===== src/rtl/gpio_pinmux_cfg.sv =====
// Run-time programmable pad multiplexer: per-pad function select with a tristate guard
// on every function change, sticky per-pad locks, registered pad outputs and input synchroniser.

module gpio_pinmux_cfg #(
    parameter int NUM_PINS     = 24,
    parameter int NUM_FUNCS    = 4,
    parameter int SEL_W        = $clog2(NUM_FUNCS),
    parameter int PIN_W        = $clog2(NUM_PINS),
    parameter int GUARD_CYCLES = 2,
    parameter int SYNC_STAGES  = 2
) (
    input  logic                          clk_i,
    input  logic                          rst_ni,
    input  logic                          cfg_valid_i,
    output logic                          cfg_ready_o,
    input  logic [PIN_W-1:0]              cfg_pin_i,
    input  logic [SEL_W-1:0]              cfg_func_i,
    input  logic                          cfg_lock_i,
    output logic                          cfg_done_o,
    output logic                          cfg_err_o,
    output logic [NUM_PINS*SEL_W-1:0]     sel_o,
    output logic [NUM_PINS-1:0]           lock_o,
    input  logic [NUM_PINS*NUM_FUNCS-1:0] func_o_i,
    input  logic [NUM_PINS*NUM_FUNCS-1:0] func_oe_i,
    input  logic [NUM_PINS-1:0]           pad_i,
    output logic [NUM_PINS-1:0]           pad_o,
    output logic [NUM_PINS-1:0]           pad_oe_o,
    output logic [NUM_PINS-1:0]           pad_sync_o,
    output logic [1:0]                    state_o
);

    localparam int CNT_W = $clog2(GUARD_CYCLES + 1);

    typedef enum logic [1:0] {IDLE = 2'd0, GUARD = 2'd1, COMMIT = 2'd2} state_t;

    state_t                         state_q, state_d;
    logic [PIN_W-1:0]               pin_q, pin_d;
    logic [SEL_W-1:0]               func_q, func_d;
    logic                           lock_req_q, lock_req_d;
    logic [CNT_W-1:0]               cnt_q, cnt_d;
    logic [NUM_PINS-1:0][SEL_W-1:0] sel_q, sel_d;
    logic [NUM_PINS-1:0]            guard_q, guard_d;
    logic [NUM_PINS-1:0]            lock_q, lock_d;
    logic                           err_q, err_d;
    logic                           pin_ok, func_ok, req_ok;
    logic [NUM_PINS-1:0]            pad_d, pad_oe_d, pad_q, pad_oe_q;
    logic [NUM_FUNCS-1:0]           fo, foe;
    logic [SYNC_STAGES-1:0][NUM_PINS-1:0] sync_q;

    // Range checks collapse to constants when the field width exactly covers the range.
    if (NUM_PINS == (1 << PIN_W)) begin : g_pin_full
        assign pin_ok = 1'b1;
    end else begin : g_pin_part
        assign pin_ok = (32'(cfg_pin_i) < 32'(NUM_PINS));
    end

    if (NUM_FUNCS == (1 << SEL_W)) begin : g_func_full
        assign func_ok = 1'b1;
    end else begin : g_func_part
        assign func_ok = (32'(cfg_func_i) < 32'(NUM_FUNCS));
    end

    assign req_ok = pin_ok && func_ok && !lock_q[cfg_pin_i];

    // Handshake: a request transfers on a rising clk_i edge where cfg_valid_i && cfg_ready_o;
    // cfg_ready_o is high only in IDLE and the requester must hold pin/func/lock until then.
    always_comb begin
        state_d    = state_q;
        pin_d      = pin_q;
        func_d     = func_q;
        lock_req_d = lock_req_q;
        cnt_d      = cnt_q;
        sel_d      = sel_q;
        guard_d    = guard_q;
        lock_d     = lock_q;
        err_d      = 1'b0;
        case (state_q)
            IDLE: begin
                if (cfg_valid_i) begin
                    if (!req_ok) begin
                        err_d = 1'b1;
                    end else begin
                        pin_d      = cfg_pin_i;
                        func_d     = cfg_func_i;
                        lock_req_d = cfg_lock_i;
                        if (cfg_func_i == sel_q[cfg_pin_i]) begin
                            state_d = COMMIT;
                        end else begin
                            guard_d[cfg_pin_i] = 1'b1;
                            cnt_d              = CNT_W'(GUARD_CYCLES - 1);
                            state_d            = GUARD;
                        end
                    end
                end
            end
            GUARD: begin
                if (cnt_q == '0) begin
                    sel_d[pin_q]   = func_q;
                    guard_d[pin_q] = 1'b0;
                    state_d        = COMMIT;
                end else begin
                    cnt_d = cnt_q - CNT_W'(1);
                end
            end
            COMMIT: begin
                if (lock_req_q) lock_d[pin_q] = 1'b1;
                state_d = IDLE;
            end
            default: state_d = IDLE;
        endcase
    end

    // Pads register from the next-cycle select/guard so a change lands in the same
    // cycle as the select update rather than one cycle later.
    always_comb begin
        pad_d    = '0;
        pad_oe_d = '0;
        fo       = '0;
        foe      = '0;
        for (int p = 0; p < NUM_PINS; p++) begin
            fo          = func_o_i[p*NUM_FUNCS +: NUM_FUNCS];
            foe         = func_oe_i[p*NUM_FUNCS +: NUM_FUNCS];
            pad_d[p]    = fo[sel_d[p]];
            pad_oe_d[p] = !guard_d[p] && foe[sel_d[p]];
        end
    end

    always_ff @(posedge clk_i) begin
        if (!rst_ni) begin
            state_q    <= IDLE;
            pin_q      <= '0;
            func_q     <= '0;
            lock_req_q <= 1'b0;
            cnt_q      <= '0;
            sel_q      <= '0;
            guard_q    <= '0;
            lock_q     <= '0;
            err_q      <= 1'b0;
            pad_q      <= '0;
            pad_oe_q   <= '0;
            sync_q     <= '0;
        end else begin
            state_q    <= state_d;
            pin_q      <= pin_d;
            func_q     <= func_d;
            lock_req_q <= lock_req_d;
            cnt_q      <= cnt_d;
            sel_q      <= sel_d;
            guard_q    <= guard_d;
            lock_q     <= lock_d;
            err_q      <= err_d;
            pad_q      <= pad_d;
            pad_oe_q   <= pad_oe_d;
            sync_q     <= {sync_q[SYNC_STAGES-2:0], pad_i};
        end
    end

    assign cfg_ready_o = (state_q == IDLE);
    assign cfg_done_o  = (state_q == COMMIT);
    assign cfg_err_o   = err_q;
    assign sel_o       = sel_q;
    assign lock_o      = lock_q;
    assign pad_o       = pad_q;
    assign pad_oe_o    = pad_oe_q;
    assign pad_sync_o  = sync_q[SYNC_STAGES-1];
    assign state_o     = state_q;

endmodule


===== config.mk =====
export PLATFORM = sky130hd
export DESIGN_NAME = gpio_pinmux_cfg
export DESIGN_NICKNAME = d
export VERILOG_FILES = /design/src/rtl/gpio_pinmux_cfg.sv
export SDC_FILE = /design/constraint.sdc
export NUM_CORES = 1
export LEC_CHECK = 0
export BUFFER_PORTS_ARGS = -buffer_cell sky130_fd_sc_hd__buf_2
export CAP_MARGIN = 30
export CORE_MARGIN = 2
export CORE_UTILIZATION = 35
export DETAILED_ROUTE_END_ITERATION = 16
export PLACE_DENSITY = 0.62
export RECOVER_POWER = 100
export SLEW_MARGIN = 10
export SYNTH_ARGS = -nofsm -noshare
export SYNTH_HDL_FRONTEND = slang
export SYNTH_SLANG_ARGS = --single-unit

===== constraint.sdc =====
create_clock -name clk_i -period 6.9 [get_ports clk_i]
set_input_delay 0 -clock clk_i [delete_from_list [all_inputs] [get_ports clk_i]]
set_output_delay 0 -clock clk_i [all_outputs]
set_load 0.005 [all_outputs]

==> tab_implementation.tex <==
\begin{tabular}{lr}
\hline
Metric & Value \\
\hline
\multicolumn{2}{l}{\textbf{Synthesis}} \\
Top-area cell type share of the netlist area & 0.468 \\
Area of the mapped netlist & 0.00877 mm\^{}2 \\
Avg Synthesized Cell Area & 11.0 um\^{}2 \\
Leading post-synthesis cells by cell area & dfxtp\_1 47\%, mux4\_2 17\%, mux2i\_1 6.4\% \\
Sequential-to-total area share from yosys stat & 0.468 \\
Synth warn & 0 \\
Cell count after synthesis & 797 \\
Number of synthesized flops with an enable pin & 0 \\
Async S/R FF share, synth & 0 \\
Mapped Nets & $\sim$1000 \\
Dominant cell type by area after synthesis & dfxtp\_1 \\
Cell variety after synth & 45 \\
Yosys reg bits & 205 \\
Main flop type after synthesis & dfxtp\_1 \\
\multicolumn{2}{l}{\textbf{Route}} \\
Met2 Routed Length & between 15000 and 20000 um \\
Routed metal-1 wire length & 12700 um \\
Total wire length & 31800 um \\
Count of vias placed by the detailed router & 8165 \\
Highest routed metal layer & met5 \\
Final antenna-violating net count & 0 \\
Met3 WL & 2800 um \\
Post-detailed-route wirelength per cell & roughly 20 um \\
First DRT Iteration DRCs & 644 \\
Via-to-Cell Ratio & 5.15 \\
Initial DRT Pass Iterations & 6 \\
Remaining design rule violation count & 0 \\
\multicolumn{2}{l}{\textbf{Layout}} \\
Area growth from synthesis to layout & 42.6\% \\
Fraction of final layout cells sized beyond drive strength 1 & 0.310 \\
Non-Filler Cell Area, Final & 0.0125 mm\^{}2 \\
Number of fillers in the final layout & 2284 \\
Register area & approximately 0.004 mm\^{}2 \\
Footprint of the multi-input gates & around 0.0042 mm\^{}2 \\
Final-stage net count & 1470 \\
Commonest cells after routing, fill and taps aside & 262 x buf\_2, 205 x dfxtp\_1, 116 x clkbuf\_1 \\
Most frequent standard cell in the layout excluding fill and tap cells & buf\_2 \\
\multicolumn{2}{l}{\textbf{Clock tree}} \\
Insertion delay of the later-clocked pin in the worst-skew pair & 0.51 ns \\
Clk root buf & clkbuf\_16 \\
TritonCTS buffer count & 24 \\
Post-CTS clock slew at the launch and capture registers of the worst setup and hold paths & around 0.06 ns \\
Maximum level of the CTS H-tree & 1 \\
Number of sinks driven by the clock tree & 205 \\
Total of cells resized after clock tree synthesis & 0 \\
Clock tree from TritonCTS & done \\
Buffer levels on the longest clock path & 3 \\
\multicolumn{2}{l}{\textbf{Floorplan}} \\
Number of core rows & 57 \\
Chip width & around 160 um \\
Top-Level Pins & around 380 \\
Die Area & 0.0264 mm\^{}2 \\
Overall die height & 162 um \\
Core Box Area & around 0.024 mm\^{}2 \\
Initial core utilization & 0.359 \\
\multicolumn{2}{l}{\textbf{STA}} \\
Final-report setup violation count & 0 \\
Max-slew violation total from the final report & 56 \\
Measured slew at the worst slew-check pin & approximately 1.7 ns \\
Fin. Hold Viols & 0 \\
Minimum clock period after layout & 4.89 ns \\
Final cycle utilization of the critical path & 0.708 \\
Fin Hold WS & 0.0297 ns \\
Clock Skew & 0.0125 ns \\
Worst slew margin relative to its limit & -0.105 \\
Total Neg Setup Slack & 0 ns \\
Highest attainable clock frequency & 0.205 GHz \\
RSZ-0062 raised after global routing & no \\
\multicolumn{2}{l}{\textbf{Run status}} \\
Outcome & finished with violations \\
Violated checks & max-capacitance violations, max-slew violations \\
\multicolumn{2}{l}{\textbf{Worst setup path}} \\
Arrival time reported for the critical path endpoint & between 5 and 6 ns \\
Required arrival time at the worst endpoint & approximately 7.4 ns \\
Longest individual stage delay on the worst path & 1.22 ns \\
Kind of capture point of the worst setup path & register \\
Category of the worst setup path launch point & primary input \\
Highest net fanout along the worst path & a little over 60 \\
Critical path, cell by cell & dlygate4sd3\_1 > clkbuf\_1 > buf\_4 > clkinvlp\_2 > clkbuf\_2 > a21oi\_1 > o211a\_1 \\
Max stage delay cell, worst path & clkinvlp\_2 \\
Worst setup path class & primary input to register \\
\multicolumn{2}{l}{\textbf{Global route}} \\
Global-route wire length before repair & 46800 um \\
Vias in the first global route & 8115 \\
Number of antenna violations at the first check in global routing & 2 \\
Largest net degree at the start of global routing & 63 \\
Overflow left after global routing & 0 \\
Total GRT Usage & 0.232 \\
\multicolumn{2}{l}{\textbf{Pwr}} \\
Lkg Pwr & roughly 5.4 nW \\
Pwr Density & 223 mW/mm\^{}2 \\
Maximum vdd ir drop & around 0.00015 V \\
Total power draw & about 2.8 mW \\
\multicolumn{2}{l}{\textbf{Hold path}} \\
Hold Crit Class & primary input to register \\
\multicolumn{2}{l}{\textbf{Place}} \\
Detailed Place HPWL & 22800 um \\
\# port buffers & approximately 380 \\
Global placer's final weighted congestion & $\sim$0.86 \\
Area post-placement & 0.0107 mm\^{}2 \\
\multicolumn{2}{l}{\textbf{Run}} \\
Number of max-cap violations & 1 \\
\hline
\end{tabular}
[critical path, delay by kind of cell]
kind	cells	cell delay, ns
buf+inv	5	4.74
compound gates	2	0.55
[metrics by stage]
| stage | std cells | setup WS, ns | utilization |
|---|---|---|---|
| 2_1_floorplan | 797 | 4.54 | - |
| 4_1_cts | 1582 | 2.76 | 0.516 |
| 3_5_place_dp | 1424 | 3.57 | 0.438 |
| 6_report | 1585 | 2.01 | 0.512 |
| 5_1_grt | 1585 | 1.45 | 0.512 |
| 3_3_place_gp | 1421 | 3.63 | 0.436 |
[routing by layer]
| layer | vias to the layer above | global-route usage |
|---|---|---|
| met3 | 64 | 0.0507 |
| met1 | 3947 | 0.288 |
| met4 | 2 | 0.0676 |
| li1 | 3769 | - |
| met5 | - | 0 |
| met2 | 383 | 0.404 |
[synthesized netlist by cell type (3+ instances only)]
library cell	count
dfxtp_1	205
nor2_1	90
and2_1	73
mux4_2	66
mux2i_1	56
clkbuf_1	37
nand3_1	35
nand2_1	28
buf_4	26
a31oi_1	22
o22ai_1	20
a21oi_1	16
o21a_1	14
nor3_1	11
buf_2	9
a22oi_1	8
nand2b_1	8
nor3b_1	7
buf_1	6
and3b_1	5
inv_1	5
nand4b_1	5
o21ai_0	5
or3_1	5
nand3b_1	4
nand4_1	4
a31o_2	3
and3_1	3
or3b_2	3
[what timing repair did]
action,4_1_cts,5_1_grt
setup buffers,0,0
hold endpoints to repair,96,0
hold buffers,114,0
[state kept, by name, indices dropped and copies added (netlist names)]
signal,cells
sel_o,48
state_o,2
cnt_q,2
lock_req_q,1
pin_q,5
cfg_err_o,1
lock_o,24
pad_oe_o,24
sync_q,24
pad_sync_o,24
func_q,2
pad_o,24
guard_q,24
[where the power goes]
| group | internal (mW) | switching (mW) | total [mW] | leakage, nW |
|---|---|---|---|---|
| registers | 1.22 | 0.0200 | 1.24 | 1.68 |
| clock network | 0.729 | 0.510 | 1.24 | 0.385 |
| logic | 0.169 | 0.146 | 0.315 | 3.33 |
[cell type report]
cell class | count | area share
Inverter | 5 | 0.00160
Clock buffer | 34 | 0.0575
Tap cell | 324 | 0.0324
Clock inverter | 10 | 0.00510
Sequential cell | 205 | 0.328
Antenna cell | 1 | 0.000200
Timing Repair Buffer | 499 | 0.238
Multi-Input combinational cell | 507 | 0.337
[worst paths after layout]
check                     start              to  slack [ns]  depth (start not counted)
hold reg to reg      sync_q[14]  pad_sync_o[14]        0.43                          1
hold / removal    func_oe_i[24]     pad_oe_o[6]        0.03                          4
setup reg to reg       cnt_q[0]        pad_o[2]        2.70                          9
setup / recovery         rst_ni    pad_oe_o[16]        2.01                          7
[cell families after synthesis]
kind of cell,Yosys count,share of synthesized area
muxes,123,0.235
and+or+nand+nor,291,0.178
AOI/OAI and AO/OA,92,0.0677
buffers and inverters,85,0.0505
adders and majority gates,1,0.00143
DFF,205,0.468
(Power assumes the default switching activity.)
